==> src/rtl/fetch_unit_pkg.sv <==
// Shared pipeline constants and the fetch FIFO entry layout.
package fetch_unit_pkg;

  localparam int unsigned INSTR_W = 32;
  localparam int unsigned ADDR_W  = 32;

  localparam logic [INSTR_W-1:0] NOP_INSTR        = 32'h0000_0000;
  localparam logic [ADDR_W-1:0]  DEFAULT_RESET_PC = 32'h0000_0000;

  typedef struct packed {
    logic [INSTR_W-1:0] instr;
    logic [ADDR_W-1:0]  pc_plus_4;
  } fetch_entry_t;

  localparam int unsigned ENTRY_W = $bits(fetch_entry_t);

  // Drop the byte-offset bits of an address.
  function automatic logic [ADDR_W-1:0] word_align(input logic [ADDR_W-1:0] a);
    return a & ~ADDR_W'(3);
  endfunction

endpackage

==> src/rtl/fetch_unit_if.sv <==
// Instruction-memory request/grant + in-order rvalid bus.
interface fetch_unit_if;
  import fetch_unit_pkg::*;

  logic               req;
  logic [ADDR_W-1:0]  addr;
  logic               gnt;
  logic               rvalid;
  logic [INSTR_W-1:0] rdata;

  modport master (output req, addr, input gnt, rvalid, rdata);
  modport slave  (input req, addr, output gnt, rvalid, rdata);

endinterface

==> src/rtl/fetch_unit_fifo.sv <==
// Small synchronous FIFO with a clear that wins over push; head is read combinationally.
module fetch_fifo #(
  parameter  int unsigned DEPTH = 2,
  parameter  int unsigned WIDTH = 64,
  localparam int unsigned CNT_W = $clog2(DEPTH + 1)
) (
  input  logic             clk,
  input  logic             reset,
  input  logic             i_push,
  input  logic             i_pop,
  input  logic             i_clear,
  input  logic [WIDTH-1:0] i_data,
  output logic [CNT_W-1:0] o_count,
  output logic [WIDTH-1:0] o_head
);

  localparam int unsigned PTR_W = (DEPTH > 1) ? $clog2(DEPTH) : 1;

  logic [WIDTH-1:0] r_mem [DEPTH];
  logic [PTR_W-1:0] r_rd_ptr;
  logic [PTR_W-1:0] r_wr_ptr;
  logic [CNT_W-1:0] r_count;
  logic             w_pop;

  function automatic logic [PTR_W-1:0] ptr_inc(input logic [PTR_W-1:0] p);
    return (p == PTR_W'(DEPTH - 1)) ? '0 : p + PTR_W'(1);
  endfunction

  assign w_pop = i_pop && (r_count != '0);

  always_ff @(posedge clk or posedge reset) begin
    if (reset) begin
      r_rd_ptr <= '0;
      r_wr_ptr <= '0;
      r_count  <= '0;
    end else if (i_clear) begin
      r_rd_ptr <= '0;
      r_wr_ptr <= '0;
      r_count  <= '0;
    end else begin
      if (i_push) r_wr_ptr <= ptr_inc(r_wr_ptr);
      if (w_pop)  r_rd_ptr <= ptr_inc(r_rd_ptr);
      if (i_push && !w_pop)      r_count <= r_count + CNT_W'(1);
      else if (!i_push && w_pop) r_count <= r_count - CNT_W'(1);
    end
  end

  // Storage needs no reset: the consumer qualifies the head with o_count.
  always_ff @(posedge clk) begin
    if (i_push && !i_clear) r_mem[r_wr_ptr] <= i_data;
  end

  assign o_count = r_count;
  assign o_head  = r_mem[r_rd_ptr];

  a_no_overflow: assert property (@(posedge clk) disable iff (reset)
    !(i_push && !i_clear && !w_pop && (r_count == CNT_W'(DEPTH))));

  a_no_underflow: assert property (@(posedge clk) disable iff (reset)
    !(i_pop && !i_clear && (r_count == '0)));

endmodule

==> src/rtl/fetch_unit.sv <==
// Instruction fetch: owns the PC, issues in-order imem requests, buffers returns for IF/ID.
module fetch_unit
  import fetch_unit_pkg::*;
#(
  parameter logic [ADDR_W-1:0] RESET_PC = DEFAULT_RESET_PC,
  parameter int unsigned       DEPTH    = 2
) (
  input  logic               clk,
  input  logic               reset,
  input  logic               stall,
  input  logic               flush,
  input  logic [ADDR_W-1:0]  redirect_pc,
  fetch_unit_if.master       imem,
  output logic [INSTR_W-1:0] Instruction,
  output logic [ADDR_W-1:0]  PC_plus_4,
  output logic               fetch_bubble
);

  localparam int unsigned CNT_W = $clog2(DEPTH + 1);
  localparam int unsigned OCC_W = CNT_W + 2;

  logic [ADDR_W-1:0] r_pc;
  logic [ADDR_W-1:0] w_pc_next;
  logic [CNT_W-1:0]  r_outstanding;
  logic [CNT_W-1:0]  w_outstanding_next;
  logic [CNT_W-1:0]  r_discard;
  logic [CNT_W-1:0]  w_discard_next;

  logic [CNT_W-1:0]  w_count;
  logic [CNT_W-1:0]  w_aq_count;
  logic [ADDR_W-1:0] w_aq_head;
  fetch_entry_t      w_head;
  fetch_entry_t      w_push_entry;

  logic              w_pop;
  logic              w_req;
  logic              w_grant;
  logic              w_drop;
  logic              w_accept;
  logic [OCC_W-1:0]  w_occupancy;

  // Capacity counts buffered words, live requests and stale returns still owed.
  assign w_pop       = !stall && !flush && (w_count != '0);
  assign w_occupancy = OCC_W'(w_count) - OCC_W'(w_pop) + OCC_W'(r_outstanding) + OCC_W'(r_discard);
  assign w_req       = !reset && !flush && (w_occupancy < OCC_W'(DEPTH));
  assign w_grant     = w_req && imem.gnt;
  assign w_drop      = imem.rvalid && (flush || (r_discard != '0));
  assign w_accept    = imem.rvalid && !w_drop;

  always_comb begin
    w_pc_next          = r_pc;
    w_outstanding_next = r_outstanding;
    w_discard_next     = r_discard;
    if (flush) begin
      w_pc_next          = word_align(redirect_pc);
      w_outstanding_next = '0;
      w_discard_next     = r_discard + r_outstanding - CNT_W'(imem.rvalid);
    end else begin
      if (w_grant) w_pc_next = r_pc + ADDR_W'(4);
      if (imem.rvalid && (r_discard != '0)) w_discard_next = r_discard - CNT_W'(1);
      w_outstanding_next = r_outstanding + CNT_W'(w_grant) - CNT_W'(w_accept);
    end
  end

  always_ff @(posedge clk or posedge reset) begin
    if (reset) begin
      r_pc          <= RESET_PC;
      r_outstanding <= '0;
      r_discard     <= '0;
    end else begin
      r_pc          <= w_pc_next;
      r_outstanding <= w_outstanding_next;
      r_discard     <= w_discard_next;
    end
  end

  // Per-request return address (addr+4), in grant order.
  fetch_fifo #(.DEPTH(DEPTH), .WIDTH(ADDR_W)) u_addr_q (
    .clk     (clk),
    .reset   (reset),
    .i_push  (w_grant),
    .i_pop   (w_accept),
    .i_clear (flush),
    .i_data  (r_pc + ADDR_W'(4)),
    .o_count (w_aq_count),
    .o_head  (w_aq_head)
  );

  assign w_push_entry = '{instr: imem.rdata, pc_plus_4: w_aq_head};

  fetch_fifo #(.DEPTH(DEPTH), .WIDTH(ENTRY_W)) u_data_q (
    .clk     (clk),
    .reset   (reset),
    .i_push  (w_accept),
    .i_pop   (w_pop),
    .i_clear (flush),
    .i_data  (w_push_entry),
    .o_count (w_count),
    .o_head  (w_head)
  );

  assign imem.req     = w_req;
  assign imem.addr    = r_pc;
  assign fetch_bubble = (w_count == '0);
  assign Instruction  = fetch_bubble ? NOP_INSTR : w_head.instr;
  assign PC_plus_4    = fetch_bubble ? '0 : w_head.pc_plus_4;

  a_addr_q_tracks: assert property (@(posedge clk) disable iff (reset)
    w_aq_count == r_outstanding);

  a_rvalid_expected: assert property (@(posedge clk) disable iff (reset)
    imem.rvalid |-> ((r_outstanding != '0) || (r_discard != '0)));

endmodule

==> src/flat_wrapper.sv <==
// flat-port wrapper written by rule: the top's interface ports become plain ports
module fetch_unit_flat import fetch_unit_pkg::*;
#(
  parameter logic [ADDR_W-1:0] RESET_PC = DEFAULT_RESET_PC,
  parameter int unsigned       DEPTH    = 2
)
  (clk, reset, stall, flush, redirect_pc, Instruction, PC_plus_4, fetch_bubble, imem_req, imem_addr, imem_gnt, imem_rvalid, imem_rdata);
  fetch_unit_if imem_i ();
  input  logic clk;
  input  logic reset;
  input  logic stall;
  input  logic flush;
  input  logic [ADDR_W-1:0] redirect_pc;
  output logic [INSTR_W-1:0] Instruction;
  output logic [ADDR_W-1:0] PC_plus_4;
  output logic fetch_bubble;
  output wire logic [$bits(imem_i.req)-1:0] imem_req;
  output wire logic [$bits(imem_i.addr)-1:0] imem_addr;
  input wire logic [$bits(imem_i.gnt)-1:0] imem_gnt;
  input wire logic [$bits(imem_i.rvalid)-1:0] imem_rvalid;
  input wire logic [$bits(imem_i.rdata)-1:0] imem_rdata;
  assign imem_req = imem_i.req;
  assign imem_addr = imem_i.addr;
  assign imem_i.gnt = imem_gnt;
  assign imem_i.rvalid = imem_rvalid;
  assign imem_i.rdata = imem_rdata;
  fetch_unit #(.RESET_PC(RESET_PC), .DEPTH(DEPTH)) u_core (.clk(clk), .reset(reset), .stall(stall), .flush(flush), .redirect_pc(redirect_pc), .imem(imem_i), .Instruction(Instruction), .PC_plus_4(PC_plus_4), .fetch_bubble(fetch_bubble));
endmodule
==> config.mk <==
export PLATFORM = sky130hd
export DESIGN_NAME = fetch_unit_flat
export DESIGN_NICKNAME = d
export VERILOG_FILES = /design/src/rtl/fetch_unit_pkg.sv /design/src/rtl/fetch_unit_if.sv /design/src/rtl/fetch_unit_fifo.sv /design/src/rtl/fetch_unit.sv /design/src/flat_wrapper.sv
export SDC_FILE = /design/constraint.sdc
export NUM_CORES = 1
export LEC_CHECK = 0
export BUFFER_PORTS_ARGS = -buffer_cell sky130_fd_sc_hd__buf_2
export CAP_MARGIN = 20
export CORE_ASPECT_RATIO = 1.5
export CORE_MARGIN = 2
export CORE_UTILIZATION = 60
export DETAILED_ROUTE_END_ITERATION = 10
export HOLD_SLACK_MARGIN = 0.02
export PLACE_DENSITY = 0.93
export SETUP_SLACK_MARGIN = 0.2
export SLEW_MARGIN = 15
export SYNTH_ARGS = -nofsm -noshare
export SYNTH_HDL_FRONTEND = slang
export SYNTH_HIERARCHICAL = 1
export SYNTH_SLANG_ARGS = --single-unit
export TNS_END_PERCENT = 5
==> constraint.sdc <==
create_clock -name clk -period 14.95 [get_ports clk]
set_input_delay 1.495 -clock clk [delete_from_list [all_inputs] [get_ports clk]]
set_output_delay 1.495 -clock clk [all_outputs]
set_load 0.02 [all_outputs]
==> impl_metrics.env <==
export IMPL_status="completed"
export IMPL_wl_met1_um=7616
export IMPL_syn_to_final_growth_pct=14.62
export IMPL_fin_crit_ps=6388
export IMPL_r2r_start="u_core/u_data_q/o_count[1]"
export IMPL_start_kind="input pin"
export IMPL_reg2reg_depth=16
export IMPL_post_cts_buffers=0
export IMPL_yosysTopAreaCellShare_pct=53.10
export IMPL_synth_common_cells="edfxtp_1 (192), mux2_4 (79), nor2b_1 (65)"
export IMPL_ant_nets=0
export IMPL_drtPass1Iterations=5
export IMPL_grt_pass1_vias=5950
export IMPL_cts_root_buf="clkbuf_16"
export IMPL_wl_met3_um=1073
export IMPL_synth_cell_type_count=46
export IMPL_power_mw=1.503
export IMPL_power_density_nw_per_um2=120.7
export IMPL_drive_above_1_share_pct=35.69
export IMPL_dieHeight_um=168.8
export IMPL_grt_first_pass_wirelength_um=30640
export IMPL_leakagePower_nw=4.845
export IMPL_hold_path_class="register to register"
export IMPL_fin_tns_setup_ps=0
export IMPL_reg2reg_slack_ps=9830
export IMPL_place_area_um2=11780
export IMPL_cts_resized_gates=0
export IMPL_r2r_end="u_core/u_addr_q/r_mem[0][26]"
export IMPL_vias_per_cell=5.443
export IMPL_synth_most_common_cell="edfxtp_1"
export IMPL_finalWirelength_um=19660
export IMPL_skew_ps=12.10
export IMPL_hpwl_um=13100
export IMPL_cts_tree="done"
export IMPL_clock_sinks=234
export IMPL_die_area_um2=19210
export IMPL_grtUsageTotal_pct=20.06
export IMPL_cp_end_kind="output pin"
export IMPL_overflow=0
export IMPL_synthCells=724
export IMPL_min_delay_path_depth=1
export IMPL_worstPathRequired_ps=13460
export IMPL_async_reset_ff_share_pct=17.95
export IMPL_drtIter0Drc=373
export IMPL_drc=0
export IMPL_slew_headroom_pct=30.88
export IMPL_synth_seq_cells=234
export IMPL_max_freq_ghz=0.1565
export IMPL_min_period_over_period_pct=42.73
export IMPL_clockBufferDepth=3
export IMPL_gp_congestion=0.8336
export IMPL_yosysSeqAreaShare_pct=62.78
export IMPL_vdd_ir_drop_max_v=0.00009260
export IMPL_drt_wirelength_per_cell_um=17.52
export IMPL_row_count=60
export IMPL_report_final_slew_viol_count=0
export IMPL_ctsHoldBuffers=0
export IMPL_min_to="u_core/u_data_q/r_mem[1][13]"
export IMPL_clkSlewWorstSetupHoldPaths_ps=60
export IMPL_nets=973
export IMPL_path_max_fanout=79
export IMPL_core_um2=17870
export IMPL_grt_max_degree=80
export IMPL_yosysWarnings=6
export IMPL_synth_top_cells_by_area="edfxtp_1 (53%), mux2_4 (11%), dfrtp_1 (9.7%)"
export IMPL_htree_levels=1
export IMPL_synth_area_um2=10860
export IMPL_antenna_cells=0
export IMPL_synth_edff_count=192
export IMPL_setup_viol_count_final=0
export IMPL_io_buffers=163
export IMPL_top_layer="met4"
export IMPL_yosys_area_top_type="edfxtp_1"
export IMPL_clk_latency_ps=500
export IMPL_rsz0062_at_grt="false"
export IMPL_io_pins=168
export IMPL_vias=6107
export IMPL_min_from="u_core/u_addr_q/r_mem[1][13]"
export IMPL_finalHoldViolations=0
export IMPL_arrival_ps=4890
export IMPL_synth_area_per_cell_um2=15.00
export IMPL_wl_met2_um=10370
export IMPL_initial_core_util_pct=60.77
export IMPL_crit_type="input pin to output pin"
export IMPL_cts_buffers=21
export IMPL_worstMarginPinSlew_ps=1037
export IMPL_drv_cap=0
export IMPL_design_area_um2=12450
export IMPL_antenna_found_initial=0
export IMPL_die_w_um=113.8
export IMPL_synth_ff_type="edfxtp_1"
## per-layer routing
| layer | vias up | global-route usage [%] |
|---|---|---|
| met5 | - | 0 |
| met4 | 0 | 6.999 |
| met3 | 42 | 2.470 |
| met2 | 224 | 36.61 |
| met1 | 2930 | 24.47 |
| li1 | 2911 | - |
## how the worst max path moves through the flow
stage	from	to	slack, ps
after global placement	flush	imem_req	8670
final	flush	imem_req	8560
after floorplan	flush	u_core/u_addr_q/r_mem[1][0]	8820
after CTS	flush	imem_req	8570
after global routing	flush	imem_req	8340
after detailed placement	flush	imem_req	8580
## flip-flops by register name, summed over array words and instances, names as in the netlist
name and flops:
u_core/u_data_q/r_mem 128, u_core/u_addr_q/r_mem 64, u_core/imem.addr 30, u_core/r_discard 2
u_core/r_outstanding 2, u_core/u_addr_q/o_count 2, u_core/u_data_q/o_count 2, u_core/u_addr_q/r_rd_ptr 1
u_core/u_addr_q/r_wr_ptr 1, u_core/u_data_q/r_rd_ptr 1, u_core/u_data_q/r_wr_ptr 1
## cell usage in the layout, fill, tap and decap left out, drive strengths merged, types with 5 or more instances in the layout
cell type and instances:
clkbuf 28, dfrtp 42, xor2 32, nand3 23, xnor2 35, nor4 5
nor2 23, o21ai 36, buf 172, edfxtp 192, nor2b 65, clkinv 6
nor3 6, mux2 97, nand2 45, conb 6, ha 11, nand4 16
inv 25
## cells by family (layout without fill, tap and decap cells)
| logic type | count (synthesis) | after routing | share of synthesized area (%) |
|---|---|---|---|
| flip-flops | 234 | 234 | 62.78 |
| AO/OA/AOI/OAI | 45 | 45 | 2.259 |
| multiplexers | 100 | 100 | 13.07 |
| adder cells (fa/ha/maj) | 13 | 13 | 1.636 |
| other | 1 | 6 | 0.03454 |
| buffers and inverters | 58 | 234 | 3.434 |
| XOR/XNOR | 67 | 67 | 5.404 |
| AND/OR/NAND/NOR | 206 | 206 | 11.39 |
## critical path: stages
cell and delay, ps:
buf_2 100, buf_4 310, nor3_1 500, ha_1 240
ha_1 240, fa_1 450, inv_1 70, ha_1 130
inv_1 40, fa_1 380, xnor2_1 650, nor4_1 100
buf_2 190
## area by class of cell
type | instances | area (µm²)
well taps | 217 | 271.5
fillers | 1183 | 5421
clock inverters | 10 | 102.6
multi-input cells | 437 | 3715
flip-flops and latches | 234 | 6822
inverters | 24 | 90.09
clock buffers | 28 | 561.8
repair buffers | 172 | 883.3
## metrics by stage
stage | utilization (%) | worst slack, ps | hold WS [ps] | instances
2_1_floorplan | - | 8818 | 529.4 | 729
3_3_place_gp | 65.94 | 8665 | 538.4 | 1084
3_5_place_dp | 65.94 | 8585 | 547.8 | 1084
4_1_cts | 69.66 | 8566 | 564.7 | 1122
5_1_grt | 69.66 | 8342 | 577.9 | 1122
6_report | 69.66 | 8562 | 565.8 | 1122
## where the power goes
part	total, mW	leakage, nW	internal [mW]	switching [mW]
logic	0.214	2.27	0.0856	0.128
registers	0.769	2.26	0.742	0.0277
clock network	0.520	0.322	0.300	0.220
total	1.50	4.85	1.13	0.376
Note: power is estimated with default switching activity, not from simulation.
